===== config.mk =====
export PLATFORM = sky130hd
export DESIGN_NAME = seg7_scan_decoder
export DESIGN_NICKNAME = d
export VERILOG_FILES = /design/src/rtl/seg7_scan_decoder.sv
export SDC_FILE = /design/constraint.sdc
export NUM_CORES = 1
export LEC_CHECK = 0
export BUFFER_PORTS_ARGS = -buffer_cell sky130_fd_sc_hd__buf_2
export CAP_MARGIN = 0
export CORE_ASPECT_RATIO = 0.6
export CORE_MARGIN = 2
export CORE_UTILIZATION = 51
export CTS_CLUSTER_DIAMETER = 150
export DETAILED_ROUTE_END_ITERATION = 8
export GPL_ROUTABILITY_DRIVEN = 0
export HOLD_SLACK_MARGIN = 0.06
export MAX_ROUTING_LAYER = met4
export PLACE_DENSITY = 0.75
export SYNTH_ARGS = -nofsm -noshare
export SYNTH_HDL_FRONTEND = slang
export SYNTH_SLANG_ARGS = --single-unit

===== constraint.sdc =====
create_clock -name i_clk -period 2.2 [get_ports i_clk]
set_clock_uncertainty 0.05 [all_clocks]
set_input_delay 0.22 -clock i_clk [delete_from_list [all_inputs] [get_ports i_clk]]
set_output_delay 0.22 -clock i_clk [all_outputs]
set_load 0.01 [all_outputs]

===== src/rtl/seg7_scan_decoder.sv =====
// rtl/seg7_scan_decoder.sv - recovers per-digit hex values from a multiplexed 7-segment bus
module seg7_scan_decoder #(
    parameter int DIGITS        = 4,
    parameter int STABLE_CYCLES = 16,
    parameter int SEG_ACT_LOW   = 0
) (
    input  logic                  i_clk,
    input  logic                  i_reset,
    input  logic [6:0]            i_seg,
    input  logic [DIGITS-1:0]     i_dig_sel,
    output logic [4*DIGITS-1:0]   o_hex,
    output logic [DIGITS-1:0]     o_blank,
    output logic [DIGITS-1:0]     o_err,
    output logic                  o_upd,
    output logic [2:0]            o_upd_idx
);

    localparam int BW = DIGITS + 7;
    localparam int CW = $clog2(STABLE_CYCLES + 1);
    localparam logic [CW-1:0] CNT_MAX  = CW'(STABLE_CYCLES);
    localparam logic [CW-1:0] CNT_TRIG = CW'(STABLE_CYCLES - 1);

    localparam logic [1:0] ST_WAIT   = 2'd0;
    localparam logic [1:0] ST_COMMIT = 2'd1;
    localparam logic [1:0] ST_HOLD   = 2'd2;

    logic [BW-1:0]      r_s1;
    logic [BW-1:0]      r_s2;
    logic [BW-1:0]      r_s3;
    logic [CW-1:0]      r_cnt;
    logic [1:0]         r_state;
    logic [6:0]         r_cap_seg;
    logic [2:0]         r_upd_idx;
    logic [4*DIGITS-1:0] r_hex;
    logic [DIGITS-1:0]  r_blank;
    logic [DIGITS-1:0]  r_err;

    logic               w_change;
    logic [BW-1:0]      w_bus;
    logic [6:0]         w_seg;
    logic [DIGITS-1:0]  w_sel;
    logic               w_onehot;
    logic [2:0]         w_idx;
    logic               w_hit;
    logic [3:0]         w_val;

    // Polarity is normalised after synchronisation; change detection is polarity-agnostic.
    assign w_change = (r_s2 != r_s3);
    assign w_bus    = (SEG_ACT_LOW != 0) ? ~r_s2 : r_s2;
    assign w_seg    = w_bus[6:0];
    assign w_sel    = w_bus[BW-1:7];
    assign w_onehot = $onehot(w_sel);

    // Two-flop synchronizer plus a previous-value stage for change detection.
    always_ff @(posedge i_clk) begin
        if (i_reset) begin
            r_s1 <= '0;
            r_s2 <= '0;
            r_s3 <= '0;
        end else begin
            r_s1 <= {i_dig_sel, i_seg};
            r_s2 <= r_s1;
            r_s3 <= r_s2;
        end
    end

    // Binary index of the (one-hot) digit select.
    always_comb begin
        w_idx = '0;
        for (int i = 0; i < DIGITS; i++) begin
            if (w_sel[i]) begin
                w_idx = 3'(i);
            end
        end
    end

    // Segment pattern to hex value; a miss is an error unless the pattern is blank.
    always_comb begin
        w_hit = 1'b1;
        w_val = 4'h0;
        case (r_cap_seg)
            7'h7E: w_val = 4'h0;
            7'h30: w_val = 4'h1;
            7'h6D: w_val = 4'h2;
            7'h79: w_val = 4'h3;
            7'h33: w_val = 4'h4;
            7'h5B: w_val = 4'h5;
            7'h5F: w_val = 4'h6;
            7'h70: w_val = 4'h7;
            7'h7F: w_val = 4'h8;
            7'h7B: w_val = 4'h9;
            7'h77: w_val = 4'hA;
            7'h1F: w_val = 4'hB;
            7'h4E: w_val = 4'hC;
            7'h3D: w_val = 4'hD;
            7'h4F: w_val = 4'hE;
            7'h47: w_val = 4'hF;
            default: w_hit = 1'b0;
        endcase
    end

    // Stability counter and WAIT/COMMIT/HOLD sequencing; the pattern is captured on entry to COMMIT
    // so a bus change during the commit cycle cannot leak a partial value into the slot.
    always_ff @(posedge i_clk) begin
        if (i_reset) begin
            r_cnt     <= '0;
            r_state   <= ST_WAIT;
            r_cap_seg <= '0;
            r_upd_idx <= '0;
        end else begin
            if (w_change) begin
                r_cnt <= '0;
            end else if (r_cnt != CNT_MAX) begin
                r_cnt <= r_cnt + CW'(1);
            end
            case (r_state)
                ST_WAIT: begin
                    if (!w_change && (r_cnt == CNT_TRIG) && w_onehot) begin
                        r_state   <= ST_COMMIT;
                        r_cap_seg <= w_seg;
                        r_upd_idx <= w_idx;
                    end
                end
                ST_COMMIT: begin
                    r_state <= ST_HOLD;
                end
                ST_HOLD: begin
                    if (w_change) begin
                        r_state <= ST_WAIT;
                    end
                end
                default: begin
                    r_state <= ST_WAIT;
                end
            endcase
        end
    end

    // Slot update: only the captured digit is written, at the end of the COMMIT cycle.
    always_ff @(posedge i_clk) begin
        if (i_reset) begin
            r_hex   <= '0;
            r_blank <= '1;
            r_err   <= '0;
        end else if (r_state == ST_COMMIT) begin
            for (int i = 0; i < DIGITS; i++) begin
                if (r_upd_idx == 3'(i)) begin
                    if (r_cap_seg == 7'h00) begin
                        r_blank[i] <= 1'b1;
                        r_err[i]   <= 1'b0;
                    end else if (w_hit) begin
                        r_hex[4*i +: 4] <= w_val;
                        r_blank[i]      <= 1'b0;
                        r_err[i]        <= 1'b0;
                    end else begin
                        r_blank[i] <= 1'b0;
                        r_err[i]   <= 1'b1;
                    end
                end
            end
        end
    end

    assign o_hex     = r_hex;
    assign o_blank   = r_blank;
    assign o_err     = r_err;
    assign o_upd     = (r_state == ST_COMMIT);
    assign o_upd_idx = r_upd_idx;

endmodule


# Word-level counts from Yosys, hierarchy flattened

Index checks and enable logic that the tools add are counted.

Output and inout bits: 28
Word-level logic and storage cells: 80
ROM bits: 0
Bits in latches: 0
Input bits: 13
Memories: 0
Bits in writable memories: 0
Flip-flop bits (word level): 74

Shift-type cells: 0
Div/mod/pow operators: 0
Multiplexer cells: 11
Multipliers: 0
Order comparisons: 0
Bitwise logic cells: 1
Reductions and logical operators: 18
Eq/ne operators: 27
Add/sub/neg operators: 4

Operator list:

| operator                                                               | count |
|---|---|
| 7-bit equality test (second input constant)                            | 12 |
| 4-bit one-hot mux with 15 select lines                                 | 1 |
| 7-bit by 6-bit equality test with 1-bit output (second input constant) | 3 |
| 4-bit AND reduction                                                    | 4 |
| 16-bit OR reduction                                                    | 1 |
| 2-bit AND reduction                                                    | 6 |
| 11-bit != test                                                         | 1 |
| 7-bit by 5-bit equality test with 1-bit output (second input constant) | 1 |
| 7-bit logical NOT                                                      | 1 |
| 3-bit by 1-bit equality test with 1-bit output (second input constant) | 2 |
| 3-bit by 2-bit equality test with 1-bit output (second input constant) | 2 |
| 3-bit 2-to-1 mux                                                       | 2 |
| 2-bit one-hot mux with 3 select lines                                  | 1 |
| 5-bit by 1-bit adder with 5-bit output (second input constant)         | 1 |
| 5-bit by 4-bit equality test with 1-bit output (second input constant) | 1 |
| 1-bit 2-to-1 mux                                                       | 5 |
| 5-bit != test (second input constant)                                  | 1 |
| 1-bit by 1-bit adder with 2-bit output                                 | 2 |
| 2-bit 2-to-1 mux                                                       | 2 |
| 2-bit != test (second input constant)                                  | 2 |
| 2-bit by 2-bit adder with 3-bit output                                 | 1 |
| 3-bit logical NOT                                                      | 1 |
| 2-bit by 1-bit equality test with 1-bit output (second input constant) | 1 |
| 2-bit equality test (second input constant)                            | 1 |
| 5 further kinds                                                        | 6 |

# Logic depth before layout (Yosys ltp)

Gate-level depths: netlist of run 1.

Depth after elaboration: 6
Mapped depth: 10
Mapped depth without buffers: 9

# Worst setup path after synthesis of run 1

Ideal clock, no wire load.

Path kind: reg-to-reg
Start: register r_s2[7]
End: register r_upd_idx[0] (netlist: o_upd_idx[0])
Buffers on the path: 1
Period minus slack after synthesis: 2.274 ns
Path slack: -0.074 ns
Data arrival time: 2.147 ns
Cell stages (with the launch flop): 11
Setup time: 0.078 ns
Required time: 2.072 ns
Cell sequence: dfxtp_1 inv_1 fa_1 inv_1 ha_1 ha_1 nor2_1 and4_1 clkbuf_1 a21oi_1 nor3_1

Cells in the longest elaborated chain, start to end: 5
Elaborated cells on any way between the ends: 8
Classes of those cells: 2 x add/sub; 2 x eq/ne; 4 x reduce/logical

Ends and longest elaborated chain:

| what                                                                                                     | RTL line | text |
|---|---|---|
| start, declared                                                                                          | 28       | `logic [BW-1:0] r_s2;` |
| start signal, assigned                                                                                   | 62       | `r_s2 <= r_s1;` |
| 1-bit by 1-bit adder with 2-bit output (not written as such) / 11-bit != test (equally long branches)    | 52, 48   |  |
| 2-bit by 2-bit adder with 3-bit output (not written as such) / 1-bit logical NOT (equally long branches) | 52, 118  |  |
| 3-bit by 1-bit equality test with 1-bit output / 1-bit logical AND (equally long branches)               | 52, 118  |  |
| 1-bit logical AND (*)                                                                                    | 118      | `if (!w_change && (r_cnt == CNT_TRIG) && w_onehot) begin` |
| 2-bit AND reduction (no line) (*)                                                                        | --       |  |
| end signal, assigned                                                                                     | 121      | `r_upd_idx <= w_idx;` |
| end, declared                                                                                            | 33       | `logic [2:0] r_upd_idx;` |

Every way passes the cells marked *; elsewhere a longest branch is shown, timed or not.
A chain may end at the register's enable or synchronous reset.

# Final worst setup path of run 1

Start: register r_s2[8]
End: register r_cap_seg[1]

Cells in the longest elaborated chain, start to end: 5
Elaborated cells on any way between the ends: 8
Classes of those cells: 2 x add/sub; 2 x eq/ne; 4 x reduce/logical

Ends and longest elaborated chain:

| what                                                                                                     | RTL line | text |
|---|---|---|
| 1-bit by 1-bit adder with 2-bit output (not written as such) / 11-bit != test (equally long branches)    | 52, 48   |  |
| 2-bit by 2-bit adder with 3-bit output (not written as such) / 1-bit logical NOT (equally long branches) | 52, 118  |  |
| 3-bit by 1-bit equality test with 1-bit output / 1-bit logical AND (equally long branches)               | 52, 118  |  |
| 1-bit logical AND (*)                                                                                    | 118      |  |
| 2-bit AND reduction (no line) (*)                                                                        | --       |  |
| end signal, assigned                                                                                     | 120      | `r_cap_seg <= w_seg;` |
| end, declared                                                                                            | 32       | `logic [6:0] r_cap_seg;` |

Marked as above.

==> summary.md, run 1 <==
| Metric | Value |
|---|---|
| Hold Slack | `between 0.2 and 0.3 ns` |
| Share of cells above drive strength 1 | `0.325` |
| Vias in the first global route | `2552` |
| Post-synthesis cell area | `about 3100 sq um` |
| Number of CTS-inserted buffers | `9` |
| Placed Area | `between 3000 and 4000 sq um` |
| P per Cell Area | `638 nW/um^2` |
| Ant. Diodes | `0` |
| First-pass GRT wire length | `12.5 mm` |
| Setup-failing EPs final | `9` |
| Largest stage delay, worst path | `0.58 ns` |
| Finished Core Util | `0.687` |
| Core area | `about 6000 sq um` |
| Starting Density | `0.522` |
| Synth Register Bits | `73` |
| Rows | `22` |
| Number of I/O port buffers | `39` |
| Max Clk Rate | `around 430 MHz` |
| Maximum vdd drop | `0.000586 V` |
| Clk slew on worst S/H paths | `about 0.080 ns` |
| Synthesis Warnings | `0` |
| DRT Wirelength | `approximately 7.8 mm` |
| Critical Path Source Type | `flip-flop` |
| Filler cells | `423` |
| HP Class | `input port to flip-flop` |
| Status | `finished, violations left` |
| Area Growth Syn to Fin | `31.6%` |
| Fin crit share | `1.05` |
| TritonCTS clock tree | `built` |
| Slew margin rel. | `0.556` |
| Post-synthesis sequential area ratio | `0.464` |
| Total power | `2.64 mW` |
| Worst setup margin | `-0.104 ns` |
| Initial antenna violation count | `0` |
| Post-synth EDFFs | `0` |
| Antenna Nets Post-Route | `0` |
| Min cycle time layout | `around 2.3 ns` |
| DR vias/cell | `roughly 5.5` |
| Ys flop type | `dfxtp_1` |
| Placed cells | `477` |
| Vias | `approximately 2800` |
| CTS Buffer Depth | `2` |
| Worst-Skew Late Latency | `approximately 0.36 ns` |
| Max_cap viols | `0` |
| CTS Sinks | `between 70 and 80` |
| Routed len/inst | `approximately 15 um` |
| H-tree Lvls | `3` |
| Failing checks | `setup timing` |
| Worst EP required | `2.42 ns` |
| Crit path kind | `flip-flop to flip-flop` |
| Syn avg cell area | `between 9 and 10 sq um` |
| Synth Instances | `between 300 and 400` |
| Lkg Pwr | `roughly 1.7 nW` |
| Synthesized Nets | `359` |
| Synth unique cells | `49` |
| Max-slew violation count | `0` |
| GR Layer Usage met3 | `0.0594` |
| Worst path slowest cell | `fa_1` |
| Root buffer cell | `clkbuf_8` |
| Gr busiest metal | `met2` |
| Full die area | `between 6000 and 7000 sq um` |
| Actual slew at the worst max-slew pin | `0.661 ns` |
| Worst setup EP type | `flip-flop` |
| Post-synth ARST share | `0` |
| GR Util met2 | `0.348` |
| Count of non-filler cells in the finished layout | `around 500` |
| Die X | `approximately 110 um` |
| Final hold violations | `0` |
| Largest net degree at the start of global routing | `45` |
| Critical path fanouts, max | `4` |
| All-Layer GR Usage | `0.241` |
| Post-layout nets | `between 400 and 500` |
| Post-route design area | `just over 4000 sq um` |
| Worst Path Arrival | `about 2.5 ns` |
| First drt pass iteration count | `4` |
| Initial drt markers | `approximately 310` |
| DRC | `0` |
| CP Cell Sequence | `inv_2 > fa_1 > inv_2 > ha_4 > ha_4 > nor2_4 > buf_4 > and4_2 > nand3_1 > a21oi_1` |
| I/O pins | `41` |
| RSZ-0062 raised after global routing | `true` |
| Die Ht | `64.9 um` |
| DPL Wire Length | `4.93 mm` |
| Met1 Use GR | `0.334` |
| Gr ovfl total | `0` |
==> cells by family (layout without fill, tap and decap cells) <==
group | Yosys count | in the layout | share of synthesized area
and+or+nand+nor | 135 | 136 | 0.258
DFF | 73 | 73 | 0.464
AOI/OAI and AO/OA | 63 | 63 | 0.130
buffers and inverters | 39 | 123 | 0.0525
xor gates and xnor gates | 15 | 15 | 0.0417
muxes | 8 | 8 | 0.0254
adders and majority gates | 6 | 6 | 0.0262
other | 1 | 1 | 0.00119
==> layout make-up <==
cell class / instances / area (sq um) / share of cell area
Clock buffer: 9 / 124 / 0.0299
Clock inverter: 7 / 95.1 / 0.0230
Inverter: 18 / 67.6 / 0.0163
Multi-Input combinational cell: 229 / 1660 / 0.401
Sequential cell: 73 / 1480 / 0.356
Tap cell: 84 / 105 / 0.0254
Timing Repair Buffer: 89 / 614 / 0.148
==> cell usage in the layout, fill, tap and decap left out, types with 7 or more instances in the layout <==
cell type	n
a21oi_1	18
nor2b_1	30
nand2b_1	16
nand2_1	7
o21ai_0	15
nor3_1	10
clkbuf_8	9
dfxtp_2	8
mux2i_1	8
buf_4	37
dfxtp_1	64
dlygate4sd3_1	11
nor2_1	19
buf_2	39
inv_1	15
nand3_1	12
xor2_1	12
==> power by group <==
group | switching [mW] | internal [mW]
sequential | 0.0154 | 1.34
combinational | 0.0686 | 0.0684
clock | 0.589 | 0.559
==> critical path: cells and delay by family (launching register included) <==
| family | cells | cell delay [ns] |
|---|---|---|
| fa+ha+maj | 3 | 0.97 |
| simple gates | 3 | 0.47 |
| flops | 1 | 0.34 |
| buf+inv | 3 | 0.23 |
| compound gates | 1 | 0.16 |
==> registers in the layout (all words and copies together), names as in the netlist <==
signal,cells
r_state,2
o_upd_idx,2
o_err,4
r_cap_seg,7
r_s1,11
r_s3,11
o_hex,16
r_s2,11
o_blank,4
r_cnt,5
==> timing repair <==
action | in CTS | in global routing
endpoints found under the hold margin | 11 | 0
setup buffers | 2 | 2
gates resized for setup | 18 | 17
cloned | 1 | 0
hold buffers | 11 | 0
setup endpoints to repair | 29 | 28
pin swaps | 6 | 1
==> routing by layer <==
metal	vias up	share of wire
li1	1343	-
met1	1304	0.48
met2	110	0.44
met3	18	0.067
met4	0	0.015
met5	-	0
==> stage by stage <==
step	TNS [ns]	setup slack, ns
6_report	-0.731	-0.104
3_3_place_gp	-0.721	-0.0826
4_1_cts	-0.114	-0.0331
2_1_floorplan	-0.00807	-0.00807
3_5_place_dp	-2.91	-0.152
5_1_grt	-1.59	-0.176
==> Yosys cell counts, types with 4 or more instances <==
master / n / area share
inv_1: 18 / 0.021
dfxtp_1: 73 / 0.46
mux2i_1: 8 / 0.025
a21oi_2: 4 / 0.011
a21oi_1: 19 / 0.030
nor3_1: 11 / 0.017
xor2_1: 12 / 0.033
ha_1: 5 / 0.020
nor4_1: 5 / 0.0099
o32ai_1: 7 / 0.019
nand3_1: 12 / 0.019
o21ai_0: 16 / 0.025
nand2b_1: 16 / 0.032
nand3b_1: 6 / 0.014
nand2_1: 9 / 0.011
nor2_1: 20 / 0.024
o21bai_1: 5 / 0.012
nor2b_1: 30 / 0.060
clkbuf_1: 11 / 0.013
buf_2: 6 / 0.0095
==> final timing paths <==
kind / start / to / slack [ns] / cells after the start
max: r_s2[8]$_SDFF_PP0_ / r_cap_seg[1]$_SDFFE_PP0P_ / -0.10 / 10
min: i_reset / r_s3[10]$_SDFF_PP0_ / 0.27 / 2
max reg2reg: r_s2[8]$_SDFF_PP0_ / r_cap_seg[1]$_SDFFE_PP0P_ / -0.10 / 10
min reg2reg: r_s1[3]$_SDFF_PP0_ / r_s2[3]$_SDFF_PP0_ / 0.40 / 1
No activity file was read; power rests on OpenSTA's default activity.
==> run 2, diff against run 1 <==
CORE_UTILIZATION = 43   (was 51)
GPL_TIMING_DRIVEN = 0   (was default)
PLACE_DENSITY = default   (was 0.75)
==> run 2 against run 1 <==
- fmax rose by 2.8%
- global-route usage fell by 4.0 points
- critical path type unchanged
- first-iteration DRC count fell by 42%
- clock-buffer cell count rose by 1
- the flow still finishes with violations (setup timing)
- critical endpoint is now r_cap_seg[6]$_SDFFE_PP0P_
- register-to-register slack improved by 0.06 ns
==> summary.md, run 2 (same netlist as run 1, synthesis figures left out) <==
| Metric | Value |
|---|---|
| Worst Path Arrival | `2.38 ns (-0.15 ns)` |
| Max Clk Rate | `446 MHz (+2.8%)` |
| Number of I/O port buffers | `38 (-2.6%)` |
| Max-slew violation count | `0 (unchanged)` |
| Share of cells above drive strength 1 | `0.244 (-0.0802)` |
| I/O pins | `41 (unchanged)` |
| Worst setup margin | `-0.0401 ns (+0.0635 ns)` |
| HP Class | `input port to flip-flop` |
| Initial antenna violation count | `0 (unchanged)` |
| Crit path kind | `flip-flop to flip-flop` |
| Failing checks | `setup timing` |
| Worst-Skew Late Latency | `0.33 ns (-0.03 ns)` |
| Uppermost routed layer | `met4` |
| Antenna Nets Post-Route | `0 (unchanged)` |
| Most frequent cells in the layout | `dfxtp_1 (70), buf_2 (45), nor2b_1 (30)` |
| Maximum vdd drop | `0.000420 V (-28%)` |
| First-pass GRT wire length | `12.2 mm (-1.7%)` |
| Met3 Wirelength | `412 um (-21%)` |
| Met1 WL | `3.89 mm (+3.8%)` |
| Number of CTS-inserted buffers | `9 (unchanged)` |
| CTS Sinks | `73 (unchanged)` |
| Placed Area | `3450 sq um (-4.8%)` |
| Routed len/inst | `15.0 um (-2.1%)` |
| Die Ht | `70.3 um (+8.4%)` |
| H-tree Lvls | `3 (unchanged)` |
| Post-layout nets | `423 (-3.6%)` |
| Largest stage delay, worst path | `0.52 ns (-0.06 ns)` |
| Status | `finished, violations left` |
| Post-route design area | `3970 sq um (-4.1%)` |
| Total power | `2.84 mW (+7.4%)` |
| RSZ-0062 raised after global routing | `true` |
| Area Growth Syn to Fin | `26.2%` |
| Lkg Pwr | `1.57 nW (-6.2%)` |
| Met2 routed WL | `3.09 mm (-9.8%)` |
| R2R setup slack | `-0.04 ns (+0.06 ns)` |
| Fin crit share | `1.02 (-0.0289)` |
| Clk slew on worst S/H paths | `0.06 ns (-0.02 ns)` |
| P per Cell Area | `715 nW/um^2 (+12%)` |
| CTS Buffer Depth | `2 (unchanged)` |
| Root buffer cell | `clkbuf_16` |
| Finished Core Util | `0.554 (-0.134)` |
| Largest net degree at the start of global routing | `14 (-69%)` |
| Storage cell area | `1470 sq um (-0.68%)` |
| Critical path fanouts, max | `5 (+1)` |
| Worst setup EP type | `flip-flop` |
| Critical Path Source Type | `flip-flop` |
| DPL Wire Length | `5.07 mm (+2.7%)` |
| TritonCTS clock tree | `built` |
| Worst EP required | `2.34 ns (-0.08 ns)` |
| Rows | `24 (+9.1%)` |
| Min cycle time layout | `2.24 ns (-0.0635 ns)` |
| Worst path slowest cell | `fa_1` |
| Filler cells | `648 (+53%)` |
| Commonest non-fill, non-tap cell in the layout | `dfxtp_1` |
| Actual slew at the worst max-slew pin | `0.566 ns (-0.0953 ns)` |
| Max_cap viols | `0 (unchanged)` |
| Full die area | `8040 sq um (+18%)` |
| CP Cell Sequence | `inv_2 > fa_1 > inv_1 > ha_2 > ha_4 > nor2_4 > nand4_1 > buf_6 > o21ai_0 > a21oi_1` |
| Die X | `114 um (+8.6%)` |
| Area of the multi-input gates | `1610 sq um (-3.2%)` |
| Ant. Diodes | `0 (unchanged)` |
| Core area | `7180 sq um (+19%)` |
| Starting Density | `0.439 (-0.0836)` |
| CP Buf/Inv Count | `3 (unchanged)` |
| Vias in the first global route | `2448 (-4.1%)` |
| DRC | `0 (unchanged)` |
| All-Layer GR Usage | `0.201 (-0.0397)` |
| Initial drt markers | `183 (-42%)` |
| Slew margin rel. | `0.620 (+0.0639)` |
| DR vias/cell | `5.36 (-1.6%)` |
| Cell family with most CP delay | `adder cells` |
| First drt pass iteration count | `5 (+1)` |
| Max reg flops | `16 (unchanged)` |
| Setup-failing EPs final | `6 (-3)` |
| Vias | `2682 (-3.4%)` |
| Final hold violations | `0 (unchanged)` |
| DRT Wirelength | `7.51 mm (-3.9%)` |
| Gr ovfl total | `0 (unchanged)` |
==> run 2: cell count changes in the layout (fill, tap and decap cells not counted), sizes merged <==
cell | before | now
clkbuf | 9 | 22
dlygate4sd3 | 11 | 10
clkinv | 2 | 3
and4 | 2 | 1
bufinv | 1 | 0
buf | 78 | 52
inv | 22 | 20
clkinvlp | 0 | 1
==> run 2: cell type report <==
cell class / count / share of cell area
Buffer: 21 / 0.0274
Clock buffer: 10 / 0.0602
Clock inverter: 6 / 0.0101
Inverter: 18 / 0.0170
Multi-Input combinational cell: 228 / 0.405
Sequential cell: 73 / 0.369
Tap cell: 91 / 0.0287
Timing Repair Buffer: 53 / 0.0828
==> run 2: worst reg2reg max path, delay by kind of cell (launching register included) <==
family,cells,cell delay (ns)
AO/OA/AOI/OAI,2,0.28
buffers and inverters,3,0.28
adder cells (fa/ha/maj),3,0.92
AND/OR/NAND/NOR,2,0.25
flip-flops,1,0.33
==> run 2: path summary, 6_finish.rpt <==
kind	start	to	cells past startpoint
worst max-delay path	r_s2[8]$_SDFF_PP0_	r_cap_seg[6]$_SDFFE_PP0P_	10
worst min-delay path	i_seg[1]	r_s1[1]$_SDFF_PP0_	2
worst max register to register	r_s2[8]$_SDFF_PP0_	r_cap_seg[6]$_SDFFE_PP0P_	10
worst min register to register	r_s1[1]$_SDFF_PP0_	r_s2[1]$_SDFF_PP0_	1
==> run 2: timing repair <==
item / in CTS / in global routing
hold buffers: 10 / 0
buffers inserted: 3 / 1
hold endpoints to repair: 10 / 0
cloned: 1 / 0
pin swaps: 4 / 1
resized for setup: 18 / 9
setup endpoints to repair: 11 / 26
==> run 2: where the power goes <==
part | switching, mW | internal (mW)
registers | 0.0141 | 1.35
logic | 0.0665 | 0.0581
clock network | 0.559 | 0.795
total | 0.640 | 2.20
==> run 2: per-stage QoR <==
step           TNS [ns]  hold slack [ns]  setup WS [ns]  instances
4_1_cts         -0.0663           0.0629        -0.0262        499
3_5_place_dp      -1.89            0.370         -0.276        469
6_report         -0.122           0.0670        -0.0401        500
5_1_grt           -1.17           0.0688         -0.147        500
3_3_place_gp      -1.45            0.372         -0.226        469
2_1_floorplan  -0.00807            0.298       -0.00807        340
==> run 2: layer usage <==
metal  track usage  vias to the layer above
li1              -                     1309
met3        0.0521                       14
met1         0.293                     1278
met2         0.270                       81
met5             -                        -
met4        0.0623                        0
==> run 3, diff against run 2 <==
CORE_UTILIZATION = 51   (was 43)
PLACE_DENSITY = 0.75   (was default)
SKIP_CTS_REPAIR_TIMING = 1   (was default)
==> run 3 against run 2 <==
- sequential share of layout area down 0.53 points
- first-iteration DRC count grew 21%
- flip-flop and latch count unchanged
- the run still ends with setup timing left
- worst setup slack lost 0.11 ns
- register-to-register slack got worse by 0.11 ns
- global-route usage up 3.0 points
- non-clock buffer count grew 3
- design area rose by 1.8%
- clock power is 15% lower
- total power down 6.6%
- utilization increased by 12 points
- worst hold slack better by 0.32 ns
==> summary.md, run 3 (same netlist as run 1, synthesis figures left out) <==
| Metric | Value |
|---|---|
| Status | `finished, violations left` |
| Failing checks | `setup timing` |
| All-Layer GR Usage | `0.231 (+0.0302)` |
| First drt pass iteration count | `5 (unchanged)` |
| DRC | `0 (unchanged)` |
| Worst setup margin | `-0.148 ns (-0.108 ns)` |
| Rows | `22 (-8.3%)` |
| I/O pins | `41 (unchanged)` |
| Slew margin rel. | `0.597 (-0.0233)` |
| CP Cell Sequence | `inv_4 > fa_1 > inv_2 > ha_4 > ha_4 > nor2_4 > nand4_1 > buf_6 > o21ai_0 > a21oi_2` |
| Full die area | `6840 sq um (-15%)` |
| Vias in the first global route | `2487 (+1.6%)` |
| Max_cap viols | `0 (unchanged)` |
| Area Growth Syn to Fin | `28.5%` |
| Vias | `2723 (+1.5%)` |
| Crit path kind | `flip-flop to flip-flop` |
| Min cycle time layout | `2.35 ns (+0.108 ns)` |
| Most frequent cells in the layout | `dfxtp_1 (68), buf_2 (43), nor2b_1 (30)` |
| Starting Density | `0.522 (+0.0836)` |
| Share of cells above drive strength 1 | `0.294 (+0.0492)` |
| Finished Core Util | `0.671 (+0.117)` |
| Number of I/O port buffers | `38 (unchanged)` |
| Worst path slowest cell | `fa_1` |
| DPL Wire Length | `4.97 mm (-1.9%)` |
| Fin crit share | `1.07 (+0.0491)` |
| Initial antenna violation count | `0 (unchanged)` |
| Crit path from | `r_s2[10]$_SDFF_PP0_` |
| CTS Sinks | `73 (unchanged)` |
| Gr ovfl total | `0 (unchanged)` |
| Worst EP required | `2.37 ns (+0.03 ns)` |
| Die Ht | `64.9 um (-7.7%)` |
| Max reg flops | `16 (unchanged)` |
| HP Class | `flip-flop to flip-flop` |
| DRT Wirelength | `7.68 mm (+2.3%)` |
| Initial drt markers | `222 (+21%)` |
| CTS Buffer Depth | `2 (unchanged)` |
| Die X | `105 um (-7.9%)` |
| Actual slew at the worst max-slew pin | `0.605 ns (+0.0392 ns)` |
| Routed len/inst | `15.5 um (+3.1%)` |
| Core area | `6030 sq um (-16%)` |
| Critical Path Source Type | `flip-flop` |
| Antenna Nets Post-Route | `0 (unchanged)` |
| Reg2Reg Launch Point | `r_s2[10]$_SDFF_PP0_` |
| CP Buf/Inv Count | `3 (unchanged)` |
| Maximum vdd drop | `0.000673 V (+60%)` |
| DR vias/cell | `5.49 (+2.3%)` |
| Final hold violations | `0 (unchanged)` |
| Count of non-filler cells in the finished layout | `496 (-0.80%)` |
| RSZ-0062 raised after global routing | `true` |
| Commonest non-fill, non-tap cell in the layout | `dfxtp_1` |
| Largest net degree at the start of global routing | `14 (unchanged)` |
| Cell family with most CP delay | `adder cells` |
| Worst setup EP type | `flip-flop` |
| H-tree Lvls | `3 (unchanged)` |
| Ant. Diodes | `0 (unchanged)` |
| Number of CTS-inserted buffers | `9 (unchanged)` |
| TritonCTS clock tree | `built` |
| Setup-failing EPs final | `9 (+3)` |
| Lkg Pwr | `1.58 nW (+0.33%)` |
| First-pass GRT wire length | `12.1 mm (-0.78%)` |
| Most frequent CP cell | `ha_4` |
| P per Cell Area | `656 nW/um^2 (-8.2%)` |
| Worst-Skew Late Latency | `0.35 ns (+0.02 ns)` |
| Max-slew violation count | `0 (unchanged)` |
| HP Start | `r_s1[9]$_SDFF_PP0_` |
| Critical path fanouts, max | `5 (unchanged)` |
| Worst Path Arrival | `2.52 ns (+0.14 ns)` |
| Post-layout nets | `426 (+0.71%)` |
| Max Clk Rate | `426 MHz (-4.6%)` |
| Root buffer cell | `clkbuf_8` |
| Placed cells | `462 (-1.5%)` |
| Clk slew on worst S/H paths | `0.08 ns (+0.02 ns)` |
| Largest stage delay, worst path | `0.49 ns (-0.03 ns)` |
==> run 3: cell types whose count changed in the layout (fill, tap and decap cells not counted), sizes merged <==
cell           delta
clkdlybuf4s15     +1
buf               +1
dlygate4sd3       +1
inv               -1
clkinv            -1
bufinv            +2
==> run 3: worst register-to-register path: stages (launching register included) <==
cell     delay [ns]
dfxtp_4        0.40
inv_4          0.05
fa_1           0.49
inv_2          0.05
ha_4           0.15
ha_4           0.21
nor2_4         0.10
nand4_1        0.17
buf_6          0.20
o21ai_0        0.25
a21oi_2        0.09
==> run 3: layer usage <==
metal	routed length, um	part of all wire	up-vias	track usage
li1	-	-	1311	-
met1	3800	0.49	1286	0.322
met2	3280	0.43	112	0.335
met3	512	0.067	14	0.0513
met4	87	0.011	0	0.0717
met5	0	0	-	-
==> run 3: final cells by class <==
| class | instances | area [sq um] |
|---|---|---|
| Fill cell | 459 | 1980 |
| Multi-Input combinational cell | 228 | 1710 |
| Sequential cell | 73 | 1470 |
| Timing Repair Buffer | 56 | 364 |
| Clock buffer | 10 | 128 |
| Buffer | 21 | 111 |
| Tap cell | 84 | 105 |
| Clock inverter | 6 | 90.1 |
| Inverter | 18 | 70.1 |
==> run 3: path summary, 6_finish.rpt <==
kind,endpoint,slack (ns),depth (start not counted)
min reg2reg,r_s2[9]$_SDFF_PP0_,0.39,1
max reg2reg,r_cap_seg[2]$_SDFFE_PP0P_,-0.15,10
max,r_cap_seg[2]$_SDFFE_PP0P_,-0.15,10
min,r_s2[9]$_SDFF_PP0_,0.39,1
==> run 3: power breakdown <==
group          leakage (nW)  internal, mW  total (mW)  switching, mW
clock network         0.107         0.642        1.15          0.509
registers             0.596          1.35        1.36         0.0168
logic                 0.873        0.0626       0.140         0.0777
total                  1.58          2.05        2.65          0.603
==> run 3: per-stage QoR <==
step | setup WS [ns] | power (mW) | cell area, sq um | hold slack (ns) | TNS, ns
2_1_floorplan | -0.00807 | 1.46 | 3150 | 0.298 | -0.00807
3_5_place_dp | -0.502 | 1.49 | 3450 | 0.375 | -2.87
6_report | -0.148 | 2.65 | 4040 | 0.390 | -0.611
4_1_cts | -0.520 | 2.62 | 3660 | 0.0173 | -2.91
5_1_grt | -0.175 | 2.74 | 4040 | 0.421 | -0.995
3_3_place_gp | -0.324 | 1.49 | 3450 | 0.371 | -1.69
